`src/rtl/tdm_pkg.sv`:
```
// Shared definitions for both ends of the 4-channel time-division link.
package tdm_pkg;

  localparam int unsigned NCH_DEF   = 4;
  localparam int unsigned WIDTH_DEF = 1;
  localparam int unsigned SLOT_W    = $clog2(NCH_DEF);

  typedef enum logic [0:0] {
    HUNT,
    LOCKED
  } tdm_rx_state_t;

endpackage

```
`src/rtl/tdm_slot_ctr.sv`:
```
// Mod-NCH slot counter with synchronous clear-to-0, load-to-1 and increment.
module tdm_slot_ctr #(
  parameter  int unsigned NCH = 4,
  localparam int unsigned SW  = $clog2(NCH)
) (
  input  logic          clk,
  input  logic          rst_n,
  input  logic          clr_i,
  input  logic          load1_i,
  input  logic          inc_i,
  output logic [SW-1:0] cnt_o
);

  logic [SW-1:0] cnt_q, cnt_d;

  // NCH is a power of two, so the natural SW-bit wrap gives mod NCH.
  always_comb begin
    cnt_d = cnt_q;
    if (clr_i) begin
      cnt_d = '0;
    end else if (load1_i) begin
      cnt_d = SW'(1);
    end else if (inc_i) begin
      cnt_d = cnt_q + SW'(1);
    end
  end

  always_ff @(posedge clk or negedge rst_n) begin
    if (!rst_n) begin
      cnt_q <= '0;
    end else begin
      cnt_q <= cnt_d;
    end
  end

  assign cnt_o = cnt_q;

endmodule

```
`src/rtl/tdm_rx_demux.sv`:
```
// TDM receiver: locks to frame sync and reassembles NCH slot samples into one
// registered parallel frame.
module tdm_rx_demux
  import tdm_pkg::*;
#(
  parameter  int unsigned WIDTH = WIDTH_DEF,
  parameter  int unsigned NCH   = NCH_DEF,
  localparam int unsigned SlotW = $clog2(NCH)
) (
  input  logic                 clk,
  input  logic                 rst_n,
  input  logic [WIDTH-1:0]     din,
  input  logic                 valid_in,
  input  logic                 sync,
  output logic [NCH*WIDTH-1:0] dout,
  output logic                 frame_valid,
  output logic [SlotW-1:0]     slot,
  output logic                 locked,
  output logic                 sync_err
);

  localparam logic [SlotW-1:0] LastSlot = SlotW'(NCH - 1);

  tdm_rx_state_t state_q, state_d;

  logic [NCH-1:0][WIDTH-1:0] shadow_q;
  logic [NCH-1:0][WIDTH-1:0] dout_q;
  logic [NCH-1:0][WIDTH-1:0] frame_d;
  logic                      frame_valid_q;
  logic                      sync_err_q;

  logic [SlotW-1:0] slot_cnt;
  logic [SlotW-1:0] wr_idx;
  logic             shadow_wr;
  logic             ctr_clr;
  logic             ctr_load1;
  logic             ctr_inc;
  logic             frame_done;
  logic             err;

  always_comb begin
    state_d    = state_q;
    shadow_wr  = 1'b0;
    ctr_clr    = 1'b0;
    ctr_load1  = 1'b0;
    ctr_inc    = 1'b0;
    frame_done = 1'b0;
    err        = 1'b0;
    if (valid_in) begin
      unique case (state_q)
        HUNT: begin
          if (sync) begin
            shadow_wr = 1'b1;
            ctr_load1 = 1'b1;
            state_d   = LOCKED;
          end
        end
        LOCKED: begin
          if (sync) begin
            // Sync always restarts at slot 0; mid-frame it abandons the partial frame.
            shadow_wr = 1'b1;
            ctr_load1 = 1'b1;
            err       = (slot_cnt != '0);
          end else if (slot_cnt == '0) begin
            err     = 1'b1;
            ctr_clr = 1'b1;
            state_d = HUNT;
          end else begin
            shadow_wr  = 1'b1;
            ctr_inc    = 1'b1;
            frame_done = (slot_cnt == LastSlot);
          end
        end
        default: state_d = HUNT;
      endcase
    end
  end

  assign wr_idx = sync ? '0 : slot_cnt;

  always_comb begin
    frame_d          = shadow_q;
    frame_d[NCH - 1] = din;
  end

  always_ff @(posedge clk or negedge rst_n) begin
    if (!rst_n) begin
      state_q       <= HUNT;
      shadow_q      <= '0;
      dout_q        <= '0;
      frame_valid_q <= 1'b0;
      sync_err_q    <= 1'b0;
    end else begin
      state_q <= state_d;
      if (shadow_wr) begin
        shadow_q[wr_idx] <= din;
      end
      if (frame_done) begin
        dout_q <= frame_d;
      end
      frame_valid_q <= frame_done;
      sync_err_q    <= err;
    end
  end

  tdm_slot_ctr #(
    .NCH (NCH)
  ) u_slot_ctr (
    .clk     (clk),
    .rst_n   (rst_n),
    .clr_i   (ctr_clr),
    .load1_i (ctr_load1),
    .inc_i   (ctr_inc),
    .cnt_o   (slot_cnt)
  );

  assign dout        = dout_q;
  assign frame_valid = frame_valid_q;
  assign sync_err    = sync_err_q;
  assign slot        = slot_cnt;
  assign locked      = (state_q == LOCKED);

endmodule

```
`config.mk`:
```
export PLATFORM = sky130hd
export DESIGN_NAME = tdm_rx_demux
export DESIGN_NICKNAME = d
export VERILOG_FILES = /design/src/rtl/tdm_pkg.sv /design/src/rtl/tdm_slot_ctr.sv /design/src/rtl/tdm_rx_demux.sv
export SDC_FILE = /design/constraint.sdc
export NUM_CORES = 1
export LEC_CHECK = 0
export ABC_CLOCK_PERIOD_IN_PS = 2200
export CAP_MARGIN = 40
export CELL_PAD_IN_SITES_DETAIL_PLACEMENT = 1
export CELL_PAD_IN_SITES_GLOBAL_PLACEMENT = 2
export CORE_MARGIN = 2
export CORE_UTILIZATION = 25
export CTS_CLUSTER_SIZE = 12
export DETAILED_ROUTE_END_ITERATION = 7
export PLACE_DENSITY_LB_ADDON = 0.2
export SYNTH_ARGS = -nofsm -noshare
export SYNTH_HDL_FRONTEND = slang
export SYNTH_SLANG_ARGS = --single-unit
```
`constraint.sdc`:
```
create_clock -name clk -period 2.2 [get_ports clk]
set_input_delay 0.55 -clock clk [delete_from_list [all_inputs] [get_ports clk]]
set_output_delay 0.55 -clock clk [all_outputs]
set_load 0.02 [all_outputs]
```
# Yosys cells after proc, flatten, opt, wreduce, memory -nomap -nowiden
# Index checks and enable logic that the tools add are counted.
[totals]
elab_cells = 48
out_inout_bits = 9
register_bits = 13
input_bits = 5
[classes]
n_mux = 27
n_reduce_logical = 4
n_addsub = 1
order_cmp = 2
bitwise = 1
n_eq_ne = 1
[op_table]
columns = ["op", "n"]
rows = [
  ["1-bit 2-to-1 mux", 20],
  ["2-bit 2-to-1 mux", 4],
  ["4-bit bitwise mux", 1],
  ["2-bit by 3-bit < comparator with 1-bit output, second input constant", 1],
  ["3-bit nonzero test", 1],
  ["2-bit by 1-bit adder with 2-bit output, second input constant", 1],
  ["1-bit demux with 2-bit select", 1],
  ["2-bit == test, second input constant", 1],
  ["2-bit by 1-bit >= comparator with 1-bit output, second input constant", 1],
  ["2-bit zero test", 1],
  ["1-bit one-hot mux with 2 select lines", 1],
  ["2-bit nonzero test", 1],
  ["1-bit logical AND", 1],
  ["1-bit NOT", 1],
]

# Depth between registers and ports, before layout
[depth]
depth_word = 8
depth_mapped = 7
depth_no_buf = 7

# Hierarchy
# Synthesis repeated with hierarchy kept, for this count alone.
[unflattened]
cells_unflattened = 46
area_unflattened_um2 = 579.3
[modules_own_cells]
columns = ["module", "area_per_inst_um2", "seq_area_each_um2", "cells_per_inst", "instances"]
rows = [
  ["tdm_rx_demux", 481.7, 250.2, 38, 1],
  ["tdm_slot_ctr", 97.6, 50.0, 8, 1],
]

# Worst setup path after synthesis
# Ideal clock, no wire load.
[synth_path]
path_kind = "register -> register"
start = "register u_slot_ctr.cnt_q[0] (netlist: u_slot_ctr.cnt_o[0])"
end = "register shadow_q (netlist bit frame_d[2])"
required_ns = 2.073
period_less_slack_ns = 1.730
path_stages_with_launch = 7
arrival_ns = 1.603
path_slack_ns = 0.470
setup_ns = 0.127
path_buffers = 0
path_cell_list = "dfrtp_1 > inv_1 > ha_1 > ha_1 > nor2_1 > nand4_1 > mux2_1"
[synth_via]
elab_chain_cells = 6
word_cells_on_any_way = 12
classes_between = "order compare (2); mux (8); reduce/logical (2)"
[synth_rtl]
columns = ["element", "line", "source"]
rows = [
  ["from (decl)", "tdm_slot_ctr.sv:14", "logic [SW-1:0] cnt_q, cnt_d;"],
  ["from (signal assigned)", "tdm_slot_ctr.sv:32", "cnt_q <= cnt_d;"],
  ["2-bit 2-to-1 mux", "tdm_rx_demux.sv:79", "assign wr_idx = sync ? '0 : slot_cnt;"],
  ["2-bit by 3-bit < comparator with 1-bit output (not written as such) or 2-bit by 1-bit >= comparator with 1-bit output (tied branches)", "tdm_rx_demux.sv:96", "shadow_q[wr_idx] <= din;"],
  ["1-bit logical AND (not written as such)", "tdm_rx_demux.sv:96", ""],
  ["1-bit 2-to-1 mux (not written as such)", "tdm_rx_demux.sv:96", ""],
  ["1-bit demux with 2-bit select", "tdm_rx_demux.sv:96", ""],
  ["4-bit bitwise mux", "tdm_rx_demux.sv:96", ""],
  ["to (signal, indexed assignment)", "tdm_rx_demux.sv:96", ""],
  ["to (decl)", "tdm_rx_demux.sv:26", "logic [NCH-1:0][WIDTH-1:0] shadow_q;"],
]
# Several ways; a longest one is shown, not always the timed one.
# A chain may end at the register's enable or synchronous reset.

# Final worst setup path
[layout_path]
start = "register u_slot_ctr.cnt_q[0] (netlist: u_slot_ctr.cnt_o[0])"
end = "output port slot[0]"
[layout_lines]
columns = ["element", "line", "source"]
rows = [
  ["to (decl)", "tdm_rx_demux.sv:17", "output logic [SlotW-1:0] slot,"],
]
# No word-level cell between the ends.

==> out/results.tsv <==
metric	value	unit
status	finished clean	
layout-drive-gt1-share	20.59	%
critical_path.n_buffers_inverters	1	
post_synth_and_or_nand_nor_area_fraction	13.72	%
critPathMaxFanout	7	
vdd.ir_drop.worst	506.5	uV
ys_ff_latch	12	
route.vias.total	444	
tritoncts_num_sinks	12	
first_global_vias	463	
ctsLongestPathBuffers	2	
tritoncts.num_buffers	3	
cts_repair_resize_count	0	
syn-mean-instance-area	12.28	sq um
synth_area	601.8	sq um
commonest_cells_in_the_netlist	12 x dfrtp_1, 5 x inv_1, 4 x a21oi_1, 4 x ha_1, 4 x mux2_4	
fmax	507.1	MHz
postRouteWirelength	1292	um
die_area	0.002816	sq mm
compound_cell_area_share_of_the_yosys_netlist	9.356	%
die_w	53.07	um
dp.cells	93	
post_synthesis_adder_cell_area_fraction	8.316	%
antenna_cells	0	
setup_violating_endpoint_count_in_the_final_report	0	
grt_pass1_wl	2228	um
post_synth_xor_area_fraction	0	%
yosysMostFrequentCell	dfrtp_1	
post_drt_wl_per_cell	13.46	um
timing_hold_violations_final	0	
timing.critical_path.depth	1	
timing.critical_path.from	u_slot_ctr.cnt_o[0]	
post_synth_mux_area_share	15.59	%
critical_path.top_delay_family	buffers and inverters	
grt_overflow	0	
cp.required	1.65	ns
area_contributors_post_synth	dfrtp_1 50%, mux2_4 10%, ha_1 8.3%	
rsz_0062_raised_after_global_routing	no	
drc	0	
crit_path_largest_cell_delay	0.66	ns
dominantRegCellSynth	dfrtp_1	
clk_root_buffer_cell	clkbuf_4	
cts_tree	built	
site_rows	17	
core_region_area	0.002255	sq mm
hold_path_startpoint	frame_d[2]	
slew_headroom	62.10	%
slew_viol_final	0	
fin_skew	0.002312	ns
synth-async-reset-ratio	100.0	%
synth_largest_area_cell	dfrtp_1	
grt_antenna_before_repair	0	
fin_crit_sh	89.63	%
regToRegStartpoint	u_slot_ctr.cnt_o[0]	
die-height	53.07	um
postSynthCellCount	49	
yosys_warnings	0	
grt_max_degree	13	
number_of_distinct_library_cells_after_synthesis	18	
drv.max_cap_violation_count	0	
timing.reg2reg.worst_path_depth	6	
synthToLayoutAreaGrowth	34.93	%
worst_hold_path.num_cells	1	
synth_edf_count	0	
synth_sequential_area_ratio	49.90	%
path_cells	clkdlybuf4s50_1	
p_per_area	1246	mW/mm^2
cts_setup_buffers	0	
min_path_type	reg -> reg	
clkTransAtPathRegs	0.07	ns
gr-usage-all-layers	11.33	%
holdWs	0.4948	ns
total_leakage_power	0.3769	nW
first_pass_iters	1	
num-nets-final	79	
io_buffer_count	13	
clock_tree.htree_level_count	1	
clock_latency	0.26	ns
cp_slowest_cell	clkdlybuf4s50_1	
start_util	26.69	%
synth_top_family_by_area	multiplexers	
max_slew.worst_pin.slew	0.5668	ns
count_of_nets_left_with_antenna_violations_after_detail_routing	0	
fin_setup_tns	0	ns
gpl.final_weighted_congestion	0.6949	
design.portCount	14	
detail_route.vias_per_cell	4.625	
startpoint_type	flip-flop	
detailed_place_hpwl	1017	um
min_period	1.972	ns
critical_path_arrival	1.42	ns
stdcell_count	96	
end_kind	primary output	
initial_drc_count	0	
timing_worst_setup_path_type	reg -> out	
post_cts_hold_buffer_count	0	
synth_top_cell_area_share	49.90	%
synth_nets	58	
stage by stage:
step | area, sq um | setup WS [ns] | util, % | power [W]
6_report | 812.0 | 0.2282 | 36.02 | 0.001012
5_1_grt | 812.0 | 0.1599 | 36.02 | 0.001097
4_1_cts | 812.0 | 0.2145 | 36.02 | 0.001035
3_5_place_dp | 789.5 | 0.1178 | 35.02 | 0.0008985
3_3_place_gp | 789.5 | 0.1461 | 35.02 | 0.0008850
2_1_floorplan | 601.8 | 0.4700 | - | 0.0006792
sequential cells by signal (all words and copies together) (netlist names):
signal and flops:
dout 4, frame_d 3, u_slot_ctr.cnt_o 2, frame_valid 1, locked 1, sync_err 1
placed cells by master (no fill, tap or decap), drive strengths merged:
cell | netlist | final
clkdlybuf4s50 | 0 | 13
dfrtp | 12 | 12
mux2 | 7 | 7
inv | 5 | 5
a21oi | 4 | 4
ha | 4 | 4
clkbuf | 0 | 3
buf | 0 | 3
nand2 | 2 | 2
nor2 | 2 | 2
nor3b | 2 | 2
nand4 | 2 | 2
a31oi | 2 | 2
nand3 | 2 | 2
and2 | 1 | 1
o211ai | 1 | 1
a31o | 1 | 1
a21o | 1 | 1
and2b | 1 | 1
worst register-to-register path, stage by stage, from the launching register on:
cell and delay (ns):
dfrtp_1 0.50, inv_1 0.11, ha_1 0.24, ha_1 0.23, nor2_1 0.18, nand4_1 0.14, mux2_1 0.32
path summary, 6_finish.rpt:
| path | end | slack [ns] |
|---|---|---|
| min in group asynchronous | dout[3] | 0.65 |
| max in group asynchronous | frame_d[0] | 1.18 |
| worst max register to register | frame_d[2] | 0.37 |
| worst min register to register | frame_d[2] | 0.49 |
| worst max-delay path | slot[0] | 0.23 |
| worst min-delay path | frame_d[2] | 0.49 |
metal layers:
metal | part of all wire (%) | track usage (%) | wire [um]
met4 | 0.77 | 3.846 | 10
met5 | 0 | 0 | 0
met3 | 5.3 | 3.390 | 68
met1 | 46 | 14.24 | 598
met2 | 48 | 18.33 | 616
power breakdown:
part	total [W]	leakage [nW]	switching (W)	internal (W)
sequential	0.000395	0.145	0.0000817	0.000314
combinational	0.000486	0.218	0.000223	0.000263
clock	0.000130	0.0138	0.0000671	0.0000632
total	0.00101	0.377	0.000372	0.000640
area by class of cell:
cell class | instances | area, sq um
inverter | 5 | 18.77
timing repair buffer | 16 | 152.6
multi-input combinational | 32 | 282.8
sequential | 12 | 300.3
fill | 269 | 1443
clock buffer | 3 | 22.52
tap | 28 | 35.03
cell families (layout without fill, tap and decap cells):
group / after synthesis / in the layout
flops: 12 / 12
simple gates: 12 / 12
compound gates: 9 / 9
mux: 7 / 7
buf+inv: 5 / 24
fa+ha+maj: 4 / 4
No activity file was read; power rests on OpenSTA's default activity.
